### config.mk
export PLATFORM = sky130hd
export DESIGN_NAME = inst_fetch_pf_flat
export DESIGN_NICKNAME = d
export VERILOG_FILES = /design/src/rtl/inst_fetch_pf_if.sv /design/src/rtl/inst_fetch_pf.sv /design/src/flat_wrapper.sv
export SDC_FILE = /design/constraint.sdc
export NUM_CORES = 1
export LEC_CHECK = 0
export ABC_AREA = 1
export CAP_MARGIN = 0
export CELL_PAD_IN_SITES_DETAIL_PLACEMENT = 1
export CELL_PAD_IN_SITES_GLOBAL_PLACEMENT = 2
export CORE_UTILIZATION = 38
export CTS_BUF_LIST = sky130_fd_sc_hd__clkbuf_16
export DETAILED_ROUTE_END_ITERATION = 6
export GPL_ROUTABILITY_DRIVEN = 0
export PLACE_DENSITY = 0.92
export SYNTH_ARGS = -nofsm -noshare
export SYNTH_HDL_FRONTEND = slang
export SYNTH_SLANG_ARGS = --single-unit
### constraint.sdc
create_clock -name clk -period 5.2 [get_ports clk]
set_input_delay 0.52 -clock clk [delete_from_list [all_inputs] [get_ports clk]]
set_output_delay 0.52 -clock clk [all_outputs]
set_load 0.1 [all_outputs]
### src/rtl/inst_fetch_pf_if.sv
// rtl/inst_fetch_pf_if.sv - redirect, instruction-memory and ID-presentation signals of the fetch stage
interface inst_fetch_pf_if;
    logic        redirect_valid;
    logic [31:0] redirect_pc;
    logic        imem_req;
    logic [31:0] imem_addr;
    logic        imem_gnt;
    logic        imem_rvalid;
    logic [31:0] imem_rdata;
    logic        id_ready;
    logic        if_valid;
    logic [31:0] if_pc;
    logic [31:0] if_inst;
    logic        if_adel;

    modport master (
        input  redirect_valid, redirect_pc, imem_gnt, imem_rvalid, imem_rdata, id_ready,
        output imem_req, imem_addr, if_valid, if_pc, if_inst, if_adel
    );

    modport slave (
        output redirect_valid, redirect_pc, imem_gnt, imem_rvalid, imem_rdata, id_ready,
        input  imem_req, imem_addr, if_valid, if_pc, if_inst, if_adel
    );
endinterface

### src/rtl/inst_fetch_pf.sv
// rtl/inst_fetch_pf.sv - IF stage: PC generator, request tag queue and prefetch queue; IF_ADEL_EN adds address-error entries
module inst_fetch_pf #(
    parameter logic [31:0] RESET_PC   = 32'h0000_0000,
    parameter int          FIFO_DEPTH = 4
) (
    input  logic            clk,
    input  logic            rst,
    inst_fetch_pf_if.master bus
);
    localparam int CW = $clog2(FIFO_DEPTH + 1);
    localparam int AW = $clog2(FIFO_DEPTH);

    typedef enum logic [1:0] {S_BOOT, S_FETCH, S_DRAIN} state_t;
    state_t state, state_nxt;

    logic [31:0]   pc;
    logic [CW-1:0] inflight, discard, count, outstanding;
    logic [CW:0]   occ;
    logic [AW-1:0] q_rd, q_wr, t_rd, t_wr;
    logic [31:0]   q_pc   [FIFO_DEPTH];
    logic [31:0]   q_inst [FIFO_DEPTH];
    logic [31:0]   t_pc   [FIFO_DEPTH];

    logic          redir, resp, grant, pop, push, resp_push, valid, fetch_stop;
    logic [31:0]   push_pc, push_inst;

    assign redir       = bus.redirect_valid && (state != S_BOOT);
    assign resp        = bus.imem_rvalid && (inflight != '0);
    assign grant       = bus.imem_req && bus.imem_gnt;
    assign valid       = (count != '0);
    assign pop         = valid && bus.id_ready;
    assign occ         = {1'b0, count} + {1'b0, inflight};
    // Requests still owed a response after this cycle; becomes the drain count on redirect.
    assign outstanding = inflight + CW'(grant) - CW'(resp);
    assign resp_push   = resp && (state == S_FETCH) && !redir;

    assign bus.imem_req  = (state == S_FETCH) && (occ < (CW+1)'(FIFO_DEPTH)) && !fetch_stop;
    assign bus.imem_addr = pc;
    assign bus.if_valid  = valid;
    assign bus.if_pc     = valid ? q_pc[q_rd]   : 32'd0;
    assign bus.if_inst   = valid ? q_inst[q_rd] : 32'd0;

`ifdef IF_ADEL_EN
    logic        err, err_pending, err_push;
    logic [31:0] err_pc;
    logic        q_adel [FIFO_DEPTH];

    // The error entry waits until every stale response has been drained.
    assign err_push   = (state == S_FETCH) && err_pending && (inflight == '0) && !redir;
    assign push       = resp_push || err_push;
    assign push_pc    = err_push ? err_pc : t_pc[t_rd];
    assign push_inst  = err_push ? 32'd0  : bus.imem_rdata;
    assign fetch_stop = err;
    assign bus.if_adel = valid && q_adel[q_rd];

    always_ff @(posedge clk or posedge rst) begin
        if (rst) begin
            err         <= 1'b0;
            err_pending <= 1'b0;
            err_pc      <= 32'd0;
        end else if (redir) begin
            err         <= |bus.redirect_pc[1:0];
            err_pending <= |bus.redirect_pc[1:0];
            err_pc      <= bus.redirect_pc;
        end else if (err_push) begin
            err_pending <= 1'b0;
        end
    end

    always_ff @(posedge clk) begin
        if (push) q_adel[q_wr] <= err_push;
    end
`else
    assign push        = resp_push;
    assign push_pc     = t_pc[t_rd];
    assign push_inst   = bus.imem_rdata;
    assign fetch_stop  = 1'b0;
    assign bus.if_adel = 1'b0;
`endif

    always_comb begin
        state_nxt = state;
        case (state)
            S_BOOT:  state_nxt = S_FETCH;
            S_FETCH: if (redir && (outstanding != '0)) state_nxt = S_DRAIN;
            S_DRAIN: if (resp && (discard == CW'(1))) state_nxt = S_FETCH;
            default: state_nxt = S_BOOT;
        endcase
    end

    always_ff @(posedge clk or posedge rst) begin
        if (rst) begin
            state    <= S_BOOT;
            pc       <= RESET_PC;
            inflight <= '0;
            discard  <= '0;
            count    <= '0;
            q_rd     <= '0;
            q_wr     <= '0;
            t_rd     <= '0;
            t_wr     <= '0;
        end else begin
            state    <= state_nxt;
            inflight <= outstanding;
            if (redir)      pc <= bus.redirect_pc & 32'hFFFF_FFFC;
            else if (grant) pc <= pc + 32'd4;

            if ((state == S_FETCH) && redir && (outstanding != '0)) discard <= outstanding;
            else if ((state == S_DRAIN) && resp)                    discard <= discard - CW'(1);

            // Tags track every outstanding request, including ones that will be discarded.
            if (grant) t_wr <= t_wr + AW'(1);
            if (resp)  t_rd <= t_rd + AW'(1);

            if (redir) begin
                q_rd  <= '0;
                q_wr  <= '0;
                count <= '0;
            end else begin
                if (push) q_wr <= q_wr + AW'(1);
                if (pop)  q_rd <= q_rd + AW'(1);
                count <= count + CW'(push) - CW'(pop);
            end
        end
    end

    always_ff @(posedge clk) begin
        if (grant) t_pc[t_wr] <= pc;
        if (push) begin
            q_pc[q_wr]   <= push_pc;
            q_inst[q_wr] <= push_inst;
        end
    end
endmodule
### src/flat_wrapper.sv
// flat-port wrapper written by rule: the top's interface ports become plain ports
module inst_fetch_pf_flat 
#(
    parameter logic [31:0] RESET_PC   = 32'h0000_0000,
    parameter int          FIFO_DEPTH = 4
)
  (clk, rst, bus_redirect_valid, bus_redirect_pc, bus_imem_gnt, bus_imem_rvalid, bus_imem_rdata, bus_id_ready, bus_imem_req, bus_imem_addr, bus_if_valid, bus_if_pc, bus_if_inst, bus_if_adel);
  inst_fetch_pf_if bus_i ();
  input  logic clk;
  input  logic rst;
  input wire logic [$bits(bus_i.redirect_valid)-1:0] bus_redirect_valid;
  input wire logic [$bits(bus_i.redirect_pc)-1:0] bus_redirect_pc;
  input wire logic [$bits(bus_i.imem_gnt)-1:0] bus_imem_gnt;
  input wire logic [$bits(bus_i.imem_rvalid)-1:0] bus_imem_rvalid;
  input wire logic [$bits(bus_i.imem_rdata)-1:0] bus_imem_rdata;
  input wire logic [$bits(bus_i.id_ready)-1:0] bus_id_ready;
  output wire logic [$bits(bus_i.imem_req)-1:0] bus_imem_req;
  output wire logic [$bits(bus_i.imem_addr)-1:0] bus_imem_addr;
  output wire logic [$bits(bus_i.if_valid)-1:0] bus_if_valid;
  output wire logic [$bits(bus_i.if_pc)-1:0] bus_if_pc;
  output wire logic [$bits(bus_i.if_inst)-1:0] bus_if_inst;
  output wire logic [$bits(bus_i.if_adel)-1:0] bus_if_adel;
  assign bus_i.redirect_valid = bus_redirect_valid;
  assign bus_i.redirect_pc = bus_redirect_pc;
  assign bus_i.imem_gnt = bus_imem_gnt;
  assign bus_i.imem_rvalid = bus_imem_rvalid;
  assign bus_i.imem_rdata = bus_imem_rdata;
  assign bus_i.id_ready = bus_id_ready;
  assign bus_imem_req = bus_i.imem_req;
  assign bus_imem_addr = bus_i.imem_addr;
  assign bus_if_valid = bus_i.if_valid;
  assign bus_if_pc = bus_i.if_pc;
  assign bus_if_inst = bus_i.if_inst;
  assign bus_if_adel = bus_i.if_adel;
  inst_fetch_pf #(.RESET_PC(RESET_PC), .FIFO_DEPTH(FIFO_DEPTH)) u_core (.clk(clk), .rst(rst), .bus(bus_i));
endmodule
; After elaboration in Yosys (flattened, before gate mapping)
; Memory sizes are Yosys's and may differ from the RTL's.
; Index checks and enable logic that the tools add are counted.
[totals]
ff_bits = 51
ramBits = 384
mem_count = 3
wordCells = 70
out_inout_bits = 99
[memory_table]
columns = name, depth, word_bits, rd, rd_clocked_by_memory_dff, write_ports, line_no
row1 = u_core.q_inst, 4, 32, 1, 0, 1, inst_fetch_pf.sv:21  ; logic [31:0] q_inst [FIFO_DEPTH];
row2 = u_core.q_pc, 4, 32, 1, 0, 1, inst_fetch_pf.sv:20  ; logic [31:0] q_pc [FIFO_DEPTH];
row3 = u_core.t_pc, 4, 32, 1, 0, 1, inst_fetch_pf.sv:22  ; logic [31:0] t_pc [FIFO_DEPTH];
[op_classes]
addsub = 11
n_eq_ne = 5
order_cmp = 1
reduce_logical = 23
muxes = 18
[ops]
columns = op, n
row1 = $mux W32, 4
row2 = $add A32 B3 Y32 const B, 1
row3 = $logic_and A1 B1 Y1, 12
row4 = $mux W2, 6
row5 = $reduce_bool A2 Y1, 5
row6 = $mux W3, 3
row7 = $reduce_bool A3 Y1, 3
row8 = $add A2 B1 Y2 const B, 4
row9 = $add A3 B1 Y3, 2
row10 = $pmux W2 S3, 1
row11 = $sub A3 B1 Y3, 2
row12 = $add A3 B3 Y4, 1
row13 = $lt A4 B3 Y1 const B, 1
row14 = $mux W1, 4
row15 = $eq A3 B1 Y1 const B, 1
row16 = $sub A3 B1 Y3 const B, 1
row17 = $eq A2 B1 Y1 const B, 1
row18 = $eq A2 B2 Y1 const B, 1
row19 = $logic_not A2 Y1, 1
row20 = $ne A2 B1 Y1 const B, 1
row21 = $ne A2 B2 Y1 const B, 1
row22 = $reduce_and A2 Y1, 1
row23 = $logic_not A1 Y1, 1

; Longest topological paths before layout
[depth]
word_depth = 10
mapped_depth = 18
mapped_depth_nobuf = 17

; Least setup slack after synthesis
; Ideal clock, no wire load.
[synth_timing]
kind = input -> register
startpoint = input port bus_imem_rvalid
endpoint = memory u_core.q_inst[0][0] (enable)
setup_slack_ns = 1.253
path_stages = 4
setup_time_ns = 0.482
n_path_buf = 0
arrival_ns = 3.464
required_ns = 4.718
path_cell_list = nand2_1 -> inv_1 -> nand3_1 -> nor2_1
[synth_via]
elab_chain_cells = 5
[synth_rtl]
columns = item, line_no
row1 = from (decl), flat_wrapper.sv:14  ; input wire logic [$bits(bus_i.imem_rvalid)-1:0] bus_imem_rvalid;
row2 = $logic_and A1 B1 Y1, inst_fetch_pf.sv:28  ; assign resp = bus.imem_rvalid && (inflight != '0);
row3 = net u_core.resp, inst_fetch_pf.sv:24  ; logic redir, resp, grant, pop, push, resp_push, valid, fetch_stop;
row4 = $logic_and A1 B1 Y1 (2 in series), inst_fetch_pf.sv:35  ; assign resp_push = resp && (state == S_FETCH) && !redir;
row5 = $mux W1, inst_fetch_pf.sv:129  ; if (push) begin
row6 = $mux W1 (not written as such), inst_fetch_pf.sv:131  ; q_inst[q_wr] <= push_inst;
row7 = to (decl), inst_fetch_pf.sv:21
; The timed path passes the listed nets, and every way through them passes these cells.

; Worst setup path in the final report
[layout_timing]
startpoint = register u_core.q_rd[0]
endpoint = output port bus_if_pc[19]
[layout_via]
elab_chain_cells = 2
[layout_rtl]
columns = item, line_no
row1 = from (decl), inst_fetch_pf.sv:19  ; logic [AW-1:0] q_rd, q_wr, t_rd, t_wr;
row2 = from (signal assigned), inst_fetch_pf.sv:121  ; if (pop) q_rd <= q_rd + AW'(1);
row3 = $mem_v2 Z4 W32, -
row4 = $mux W32, inst_fetch_pf.sv:40  ; assign bus.if_pc = valid ? q_pc[q_rd] : 32'd0;
row5 = to (decl), flat_wrapper.sv:20  ; output wire logic [$bits(bus_i.if_pc)-1:0] bus_if_pc;
; Every way passes these cells.

==> impl_metrics.toml <==
[drt]
wirelength_mm = 46.3
num_vias = 12100
drt_first_iter_violations = 701
vias_per_cell = 5.13
number_of_iterations_in_the_first_detailed_routing_pass = 5
antenna_violating_nets_post_route = 0
wl_per_cell_um = 19.6
drc = 0

[global_route]
grt_util_all_layers = 0.197
grt_overflow_total = 0
largest_net_degree_at_the_start_of_global_routing = 83
first_global_vias = 12700
grt_first_pass_wirelength_mm = 70.4
grt_antenna_before_repair = 0

[run_status]
run_status = "complete, no violations"

[cells_and_area]
most-common-layout-cells = "sky130_fd_sc_hd__nor2_1, sky130_fd_sc_hd__edfxtp_1, sky130_fd_sc_hd__o21ai_0"
layout.cells.most_common = "sky130_fd_sc_hd__nor2_1"
num_antenna_cells = 0
core_utilization_of_the_finished_layout = 0.463
drive_gt1_frac = 0.0969
design.final.nets = 1818
syn_to_final_growth_pct = 20.3
fill_cells = 4883

[placed_design]
dpl_worst_slack_ps = 1900
detailed_place_hpwl_mm = 27.4
io_buffers = 161

[yosys]
number_of_synthesized_register_bits = 417
synthDominantAreaCellType = "sky130_fd_sc_hd__edfxtp_1"
synth.top_cells.by_area = "sky130_fd_sc_hd__edfxtp_1, sky130_fd_sc_hd__nor2_1, sky130_fd_sc_hd__dfrtp_1"
synthesis.yosys.warnings = 0
synth_area_mm2 = 0.0175
synth_area_per_cell_um2 = 11.0
yosysSeqAreaShare = 0.703
post-synth-top-area-fraction = 0.632
yosysUniqueCellTypes = 33
syn-instance-count = 1584

[sta]
final_period_demand_of_the_worst_path_ps = 3840
timing.final.crit_share = 0.738
tns_ps = 0
slew_headroom = 0.314
report.final.slew_viol_count = 0
finalClockSkew_ps = 15.4
final-setup-viol-count = 0
timing_hold_violations_final = 0
worstMarginPinSlew_ps = 1030
finalWorstSetupSlack_ps = 1360
max_freq_ghz = 0.260
grt_setup_unrepaired = "no"

[die]
floorplan.die_area_mm2 = 0.0469
rows = 78
core_mm2 = 0.0454
start_util = 0.385
die_width_um = 216
pin_count = 169
die_h_um = 216

[cts]
max_root_sink_buffers = 3
clkSlewWorstSetupHoldPaths_ps = 60
clock_sink_count = 417
clock_latency_ps = 570
postCtsHoldBufs = 0
cts_root_buffer = "sky130_fd_sc_hd__clkbuf_16"
cts_buffers = 45
clock_tree.htree_level_count = 2
postCtsResizedCells = 0
postCtsSetupBuffers = 0
tritoncts = "yes"

[setup_path]
worst_path_dominant_cell_family = "buffers and inverters"
cpMaxStageDelayCell = "sky130_fd_sc_hd__dfrtp_4"
worstRegToRegCells = 16
worst-path-stages = 5
timing.critical_path.cells = "inv_2, buf_4, o21ai_0, a21oi_1, buf_4"
cp.required_ps = 4680
timing.critical_path.mode_cell = "sky130_fd_sc_hd__buf_4"
crit_type = "reg2out"
end_kind = "output port"
cp_max_fo = 48
worstPathArrival_ps = 3320
worst_setup_path_start_kind = "flip-flop"
critical_path_buf_inv_count = 3
worst_path_largest_cell_delay_ps = 680

[run]
cap_violations = 0

[min_path]
worstHoldPathType = "in2async"
## metal layers
metal | part of all wire | GRT usage | vias to the layer above
met3 | 0.041 | 0.0279 | 55
met4 | 0.018 | 0.0556 | 0
met1 | 0.43 | 0.243 | 6075
met5 | 0 | 0 | -
met2 | 0.51 | 0.356 | 258
li1 | - | - | 5734
## path summary, 6_finish.rpt
path                                               startpoint                                  end  slack (ps)
worst min-delay path                                      rst  u_core.bus.imem_addr[3]$_DFFE_PP0N_         470
worst max-delay path               u_core.q_rd[0]$_DFFE_PP0P_                        bus_if_pc[19]        1360
worst max register to register      u_core.count[1]$_DFF_PP0_        u_core.discard[2]$_DFFE_PP0P_        1930
min in group clk                u_core.discard[1]$_DFFE_PP0P_        u_core.discard[1]$_DFFE_PP0P_         530
worst min register to register  u_core.discard[1]$_DFFE_PP0P_        u_core.discard[1]$_DFFE_PP0P_         530
max in group asynchronous                                 rst           u_core.q_rd[0]$_DFFE_PP0P_        4220
## cells in the mapped netlist, drive strengths merged
| library cell | instances |
|---|---|
| ha | 17 |
| buf | 23 |
| or2 | 2 |
| a21oi | 65 |
| dfrtp | 49 |
| o22ai | 31 |
| o21ai | 210 |
| inv | 78 |
| clkbuf | 60 |
| o211ai | 1 |
| nand2 | 184 |
| nand3 | 55 |
| nand4 | 3 |
| clkinv | 1 |
| edfxtp | 368 |
| o21a | 1 |
| a31oi | 2 |
| fa | 2 |
| nor4 | 1 |
| nor3 | 2 |
| and2 | 2 |
| conb | 1 |
| xnor2 | 1 |
| nor2 | 420 |
| xor2 | 5 |
## through the flow
| step | instances | area (µm²) | hold WS, ps |
|---|---|---|---|
| 2_1_floorplan | 1588 | 17500 | 479 |
| 3_3_place_gp | 2282 | 19500 | 496 |
| 3_5_place_dp | 2282 | 19500 | 529 |
| 4_1_cts | 2365 | 21000 | 471 |
| 5_1_grt | 2365 | 21000 | 524 |
| 6_report | 2365 | 21000 | 465 |
## registers in the layout, summed over array words and instances (netlist names)
signal / cells
u_core.inflight: 3
u_core.q_pc: 120
u_core.t_wr: 2
u_core.discard: 3
u_core.q_wr: 2
u_core.q_rd: 2
u_core.state: 2
u_core.q_inst: 128
u_core.t_pc: 120
u_core.t_rd: 2
u_core.bus.imem_addr: 30
u_core.count: 3
## worst min-delay path: stages
cell	delay [ps]
sky130_fd_sc_hd__clkdlybuf4s50_1	410
sky130_fd_sc_hd__inv_2	50
sky130_fd_sc_hd__buf_4	540
## cells by family (layout without fill, tap and decap cells)
kind of cell	Yosys count	count (layout)	share of synthesized area
adders and majority gates	19	19	0.0145
AOI/OAI and AO/OA	310	310	0.0914
DFF	417	417	0.703
other	1	5	0.000215
xor gates and xnor gates	6	6	0.00301
buffers and inverters	162	339	0.0377
and+or+nand+nor	669	669	0.151
## area by class of cell
class | instances | area [µm²] | area share
Clock buffer | 47 | 1180 | 0.0560
Clock inverter | 36 | 323 | 0.0154
Inverter | 79 | 297 | 0.0141
Multi-Input combinational cell | 1009 | 4610 | 0.220
Sequential cell | 417 | 12300 | 0.584
Tap cell | 600 | 751 | 0.0357
Timing Repair Buffer | 177 | 1580 | 0.0750
Power is left out: the tool's default activity adds up to more than one toggle a clock period on the data nets, which glitch-free logic cannot reach.
